$ cat src/rtl/pkt_mem_arbiter.sv
// Round-robin arbiter sharing one packet-memory port between several masters.
// Grants are registered; the owner's bundle is muxed to memory combinationally.
module pkt_mem_arbiter #(
  parameter int NUM_REQ    = 3,
  parameter int ADDR_WIDTH = 32,
  parameter int DATA_WIDTH = 32,
  parameter int MAX_HOLD   = 16,
  localparam int OW = (NUM_REQ > 1) ? $clog2(NUM_REQ) : 1,
  localparam int HW = (MAX_HOLD > 1) ? $clog2(MAX_HOLD) : 1
) (
  input  logic                             clk,
  input  logic                             rst,
  input  logic [NUM_REQ-1:0]               req_ce_i,
  input  logic [NUM_REQ-1:0]               req_we_i,
  input  logic [NUM_REQ*ADDR_WIDTH-1:0]    req_addr_i,
  input  logic [NUM_REQ*4-1:0]             req_width_i,
  input  logic [NUM_REQ*DATA_WIDTH-1:0]    req_data_i,
  output logic [NUM_REQ-1:0]               gnt_o,
  output logic [DATA_WIDTH-1:0]            rdata_o,
  output logic                             busy_o,
  output logic [OW-1:0]                    owner_o,
  output logic                             mem_ce_o,
  output logic                             mem_we_o,
  output logic [ADDR_WIDTH-1:0]            mem_addr_o,
  output logic [3:0]                       mem_width_o,
  output logic [DATA_WIDTH-1:0]            mem_data_o,
  input  logic [DATA_WIDTH-1:0]            mem_data_i
);

  typedef enum logic {ARB_IDLE = 1'b0, ARB_GRANT = 1'b1} state_t;

  state_t              state_reg, state_next;
  logic [NUM_REQ-1:0]  gnt_reg, gnt_next;
  logic [OW-1:0]       owner_reg, owner_next;
  logic [OW-1:0]       rr_ptr_reg, rr_ptr_next;
  logic [HW-1:0]       hold_cnt_reg, hold_cnt_next;

  logic [NUM_REQ-1:0]  cand;
  logic [OW-1:0]       scan_start;
  logic [OW-1:0]       win;
  logic                win_valid;
  logic [OW-1:0]       win_plus1;
  logic [OW-1:0]       owner_plus1;
  logic                owner_ce;
  logic                hold_limit;
  logic                do_select;

  logic [ADDR_WIDTH-1:0] addr_arr [NUM_REQ];
  logic [3:0]            width_arr [NUM_REQ];
  logic [DATA_WIDTH-1:0] data_arr [NUM_REQ];

  for (genvar gi = 0; gi < NUM_REQ; gi++) begin : g_unpack
    assign addr_arr[gi]  = req_addr_i[gi*ADDR_WIDTH +: ADDR_WIDTH];
    assign width_arr[gi] = req_width_i[gi*4 +: 4];
    assign data_arr[gi]  = req_data_i[gi*DATA_WIDTH +: DATA_WIDTH];
  end

  assign owner_ce    = |(req_ce_i & gnt_reg);
  assign hold_limit  = (MAX_HOLD != 0) && (hold_cnt_reg == HW'(MAX_HOLD - 1));
  assign owner_plus1 = (owner_reg == OW'(NUM_REQ - 1)) ? '0 : owner_reg + 1'b1;
  assign win_plus1   = (win == OW'(NUM_REQ - 1)) ? '0 : win + 1'b1;

  // While granted the owner is never a candidate, so a reselect always moves on.
  always_comb begin
    cand       = req_ce_i;
    scan_start = rr_ptr_reg;
    if (state_reg == ARB_GRANT) begin
      cand       = req_ce_i & ~gnt_reg;
      scan_start = owner_ce ? owner_plus1 : rr_ptr_reg;
    end
  end

  // Winner is the candidate with the smallest rotational distance from scan_start.
  always_comb begin
    int best_d;
    int d;
    win       = '0;
    win_valid = 1'b0;
    best_d    = NUM_REQ;
    for (int i = 0; i < NUM_REQ; i++) begin
      d = (i + NUM_REQ - int'(scan_start)) % NUM_REQ;
      if (cand[i] && (d < best_d)) begin
        best_d    = d;
        win       = OW'(i);
        win_valid = 1'b1;
      end
    end
  end

  always_comb begin
    state_next    = state_reg;
    gnt_next      = gnt_reg;
    owner_next    = owner_reg;
    rr_ptr_next   = rr_ptr_reg;
    hold_cnt_next = hold_cnt_reg;
    do_select     = 1'b0;
    case (state_reg)
      ARB_IDLE: do_select = |req_ce_i;
      ARB_GRANT: begin
        if (!owner_ce) begin
          do_select = 1'b1;
        end else if (hold_limit && (|cand)) begin
          do_select = 1'b1;
        end else if ((MAX_HOLD != 0) && !hold_limit) begin
          hold_cnt_next = hold_cnt_reg + 1'b1;
        end
      end
      default: state_next = ARB_IDLE;
    endcase
    if (do_select) begin
      hold_cnt_next = '0;
      if (win_valid) begin
        state_next  = ARB_GRANT;
        gnt_next    = NUM_REQ'(1) << win;
        owner_next  = win;
        rr_ptr_next = win_plus1;
      end else begin
        state_next = ARB_IDLE;
        gnt_next   = '0;
        owner_next = '0;
      end
    end
  end

  always_ff @(posedge clk) begin
    if (rst) begin
      state_reg    <= ARB_IDLE;
      gnt_reg      <= '0;
      owner_reg    <= '0;
      rr_ptr_reg   <= '0;
      hold_cnt_reg <= '0;
    end else begin
      state_reg    <= state_next;
      gnt_reg      <= gnt_next;
      owner_reg    <= owner_next;
      rr_ptr_reg   <= rr_ptr_next;
      hold_cnt_reg <= hold_cnt_next;
    end
  end

  // The one-hot grant selects the owner's bundle; all-zero grant yields zeros.
  always_comb begin
    mem_ce_o    = 1'b0;
    mem_we_o    = 1'b0;
    mem_addr_o  = '0;
    mem_width_o = '0;
    mem_data_o  = '0;
    for (int i = 0; i < NUM_REQ; i++) begin
      if (gnt_reg[i]) begin
        mem_ce_o    = req_ce_i[i];
        mem_we_o    = req_we_i[i] & req_ce_i[i];
        mem_addr_o  = addr_arr[i];
        mem_width_o = width_arr[i];
        mem_data_o  = data_arr[i];
      end
    end
  end

  assign gnt_o   = gnt_reg;
  assign busy_o  = |gnt_reg;
  assign owner_o = owner_reg;
  assign rdata_o = mem_data_i;

endmodule

$ cat config.mk
export PLATFORM = sky130hd
export DESIGN_NAME = pkt_mem_arbiter
export DESIGN_NICKNAME = d
export VERILOG_FILES = /design/src/rtl/pkt_mem_arbiter.sv
export SDC_FILE = /design/constraint.sdc
export NUM_CORES = 1
export LEC_CHECK = 0
export ABC_CLOCK_PERIOD_IN_PS = 4100
export CORE_AREA = 3 3 136 138
export DETAILED_ROUTE_END_ITERATION = 8
export DIE_AREA = 0 0 139 141
export GPL_ROUTABILITY_DRIVEN = 0
export GPL_TIMING_DRIVEN = 0
export PLACE_DENSITY = 0.58
export SKIP_CTS_REPAIR_TIMING = 1
export SYNTH_ARGS = -nofsm -noshare
export SYNTH_HDL_FRONTEND = slang
export SYNTH_SLANG_ARGS = --single-unit
$ cat constraint.sdc
create_clock -name clk -period 4.1 [get_ports clk]
set_input_delay 0.82 -clock clk [delete_from_list [all_inputs] [get_ports clk]]
set_output_delay 0.82 -clock clk [all_outputs]
set_load 0.02 [all_outputs]
==> results.toml <==
[sta]
fin_worst_hold_slack_ps = 562
period_needed_ps = 4250
worst_pin_slew_ps = 818
number_of_setup_violations_in_the_final_report = 7
slew_viol_final = 0
final_critical_path_setup_slack_ps = -152
slew_headroom = 0.455
max_freq_ghz = 0.235
clock_skew_ps = 4.24
timing_hold_violations_final = 0
fin_crit_sh = 1.04
rsz0062_at_grt = "true"

[worst_setup_path]
crit_end = "state_reg$_SDFFE_PP0P_"
startpoint_type = "input port"
timing.setup.critical_path_class = "in -> reg"
worst-r2r-cell-count = 21
worst_setup_path_end_kind = "flop"
r2r_slack_ps = 30
regToRegEndpoint = "state_reg$_SDFFE_PP0P_"
critical_path_required_ps = 4240
timing.rr.start = "gnt_o[2]$_SDFFE_PP0P_"
path_max_fanout = 6
crit_arrival_ps = 4390
crit_start = "req_ce_i[2]"

[clock_tree]
clock_path_buffers = 2
ctsHtreeMaxLevel = 1
clock_sinks = 11
cts_root_buffer = "clkbuf_16"
cts_inserted_buffers = 3
clock_tree_from_tritoncts = "built"
clock_insertion_delay_worst_skew_ps = 240
worst_setup_hold_path_clk_slew_ps = 40

[die]
rows = 48
initial_utilization = 0.152
die_height_um = 141
boundaryPins = 352
core_region_area_sq_mm = 0.0173
die_w_um = 139
floorplan.die_area_sq_mm = 0.0196

[power_and_ir_drop]
power.density_cell_area_mw_per_mm2 = 552
irDropWorstVdd_mv = 0.205
power.static_leakage_nw = 2.24

[yosys]
cell_count_after_synthesis = 401
synth_cell_types = 58
synth_seq_cells = 11
yosysWarningCount = 0
synth_nets = 660
avgSynthCellArea_sq_um = 6.55
syn_area_sq_mm = 0.00263
synth.yosys.seq_area_share = 0.0838

[grt]
grt_pass1_vias = 4201
globalRouteOverflowTotal = 0
grt_first_pass_wirelength_mm = 25.0
globalRouteTotalUtil = 0.160
antenna_found_initial = 3
maximum_number_of_pins_on_one_net_before_global_route_repair = 11

[placed_design]
dp_hpwl_mm = 14.5
placed_cells_incl_taps = 944
detailedPlace.worstSlack_ps = -1080
portBuffers = 318

[run_status]
run_status = "finished, violations left"
violations = "negative setup slack"

[routing]
avgViaCountPerCell = 4.46
routed-via-count = 4271
remaining_design_rule_violation_count = 0
dr.first_iter.drc_count = 168
wl_per_cell_um = 18.0
drt_wl_total_mm = 17.3
drt-pass1-iter-count = 4
ant_nets = 0

[finish]
mostFrequentLayoutCell = "clkdlybuf4s50_1"
fill_cells = 1841
synthToLayoutAreaGrowth_pct = 142
fin_nets = 991
postLayoutCoreUtil = 0.368
number_of_flip_flops_under_the_largest_register_name = 4
highest_count_cells_in_the_layout_ignoring_fill_and_taps = "clkdlybuf4s50_1, nand2_1, o21ai_0"
layout-drive-gt1-share = 0.122
stdcell_count = 957

[hold_path]
class_of_the_tightest_hold_or_removal_check = "reg -> reg"

[run]
max_cap_viol_count = 0
## layout make-up
type                       count  area (sq um)  share of cell area
antenna                        1          2.50            0.000393
buffer                        69           417              0.0654
clock buffer                   3          75.1              0.0118
clock inverter                 1          5.00            0.000786
inverter                       6          25.0             0.00393
multi-input combinational    315          2090               0.328
sequential                    11           220              0.0346
tap                          225           282              0.0442
timing repair buffer         326          3250               0.511
## critical path, stage by stage
cell and delay (ps):
buf_12 100, a222oi_1 390, buf_4 210, o21a_4 170, nor2_4 70, ha_4 190
nor2_4 130, ha_4 220, a21oi_4 140, o311ai_4 120, a21o_2 210, o221a_4 240
nand2_1 50, o21ai_1 60, ha_1 270, o211ai_1 90, a31oi_1 220, a21oi_2 100
a31oi_4 240, nand2_2 120, o21a_1 190
## how the worst min path moves through the flow
stage | cells past startpoint | startpoint | end
after floorplan | 2 | hold_cnt_reg[1]$_SDFFE_PP0P_ | hold_cnt_reg[1]$_SDFFE_PP0P_
after global placement | 2 | hold_cnt_reg[1]$_SDFFE_PP0P_ | hold_cnt_reg[1]$_SDFFE_PP0P_
after detailed placement | 2 | hold_cnt_reg[1]$_SDFFE_PP0P_ | hold_cnt_reg[1]$_SDFFE_PP0P_
after CTS | 2 | hold_cnt_reg[1]$_SDFFE_PP0P_ | hold_cnt_reg[1]$_SDFFE_PP0P_
after global routing | 2 | rr_ptr_reg[1]$_SDFFE_PP0P_ | rr_ptr_reg[1]$_SDFFE_PP0P_
final | 2 | hold_cnt_reg[1]$_SDFFE_PP0P_ | hold_cnt_reg[1]$_SDFFE_PP0P_
## metal layers
layer | up-vias | GRT usage | part of all wire
met5 | - | 0 | 0.0017
met4 | 4 | 0.0206 | 0.018
met3 | 18 | 0.0373 | 0.080
met2 | 219 | 0.293 | 0.50
met1 | 1916 | 0.196 | 0.40
li1 | 2114 | - | -
## synth_stat cells, drive strengths merged
cell | count | share of area
nor2 | 10 | 0.015
o211ai | 2 | 0.0057
dfxtp | 11 | 0.084
o21a | 2 | 0.0062
nor4 | 3 | 0.0095
o32ai | 1 | 0.0033
and2 | 3 | 0.0081
xor2 | 1 | 0.0033
clkbuf | 28 | 0.040
o311ai | 1 | 0.0062
a311oi | 2 | 0.0067
nor2b | 1 | 0.0024
a211oi | 1 | 0.0048
nand4 | 5 | 0.014
and2b | 1 | 0.0029
o221a | 1 | 0.0076
a21oi | 5 | 0.011
nor3b | 1 | 0.0029
ha | 15 | 0.071
nand2b | 3 | 0.0071
a31oi | 6 | 0.022
nand3b | 1 | 0.0076
mux2 | 1 | 0.0043
mux2i | 1 | 0.0038
nand2 | 80 | 0.12
o31ai | 3 | 0.0086
buf | 41 | 0.12
inv | 6 | 0.0086
nand3 | 3 | 0.0057
a21boi | 1 | 0.0043
a22oi | 68 | 0.19
xnor2 | 1 | 0.0033
a21bo | 1 | 0.0038
a21o | 1 | 0.0033
o21ba | 1 | 0.0038
a2111oi | 1 | 0.0033
and3 | 1 | 0.0024
o211a | 1 | 0.0038
a222oi | 1 | 0.0038
o21ai | 75 | 0.14
nor3 | 8 | 0.019
or3 | 2 | 0.0067
## report_power, final
part	switching (W)	total, W	internal [W]
clock	0.0000518	0.000181	0.000129
combinational	0.00170	0.00317	0.00147
sequential	0.0000270	0.000165	0.000138
total	0.00178	0.00352	0.00174
## through the flow
| stage | setup TNS (ps) | total power, W | instance area [sq um] |
|---|---|---|---|
| 2_1_floorplan | -652 | 0.00194 | 2710 |
| 3_5_place_dp | -7220 | 0.00326 | 6170 |
| 6_report | -669 | 0.00352 | 6370 |
| 4_1_cts | -5870 | 0.00345 | 6250 |
| 5_1_grt | -1780 | 0.00377 | 6360 |
| 3_3_place_gp | -7030 | 0.00325 | 6170 |
## logic make-up after synthesis
kind of cell | Yosys count | synth area share
buf+inv | 75 | 0.165
mux | 2 | 0.00810
flops | 11 | 0.0838
xor+xnor | 2 | 0.00667
fa+ha+maj | 15 | 0.0715
simple gates | 122 | 0.219
compound gates | 174 | 0.446
No activity file was read; power rests on OpenSTA's default activity.
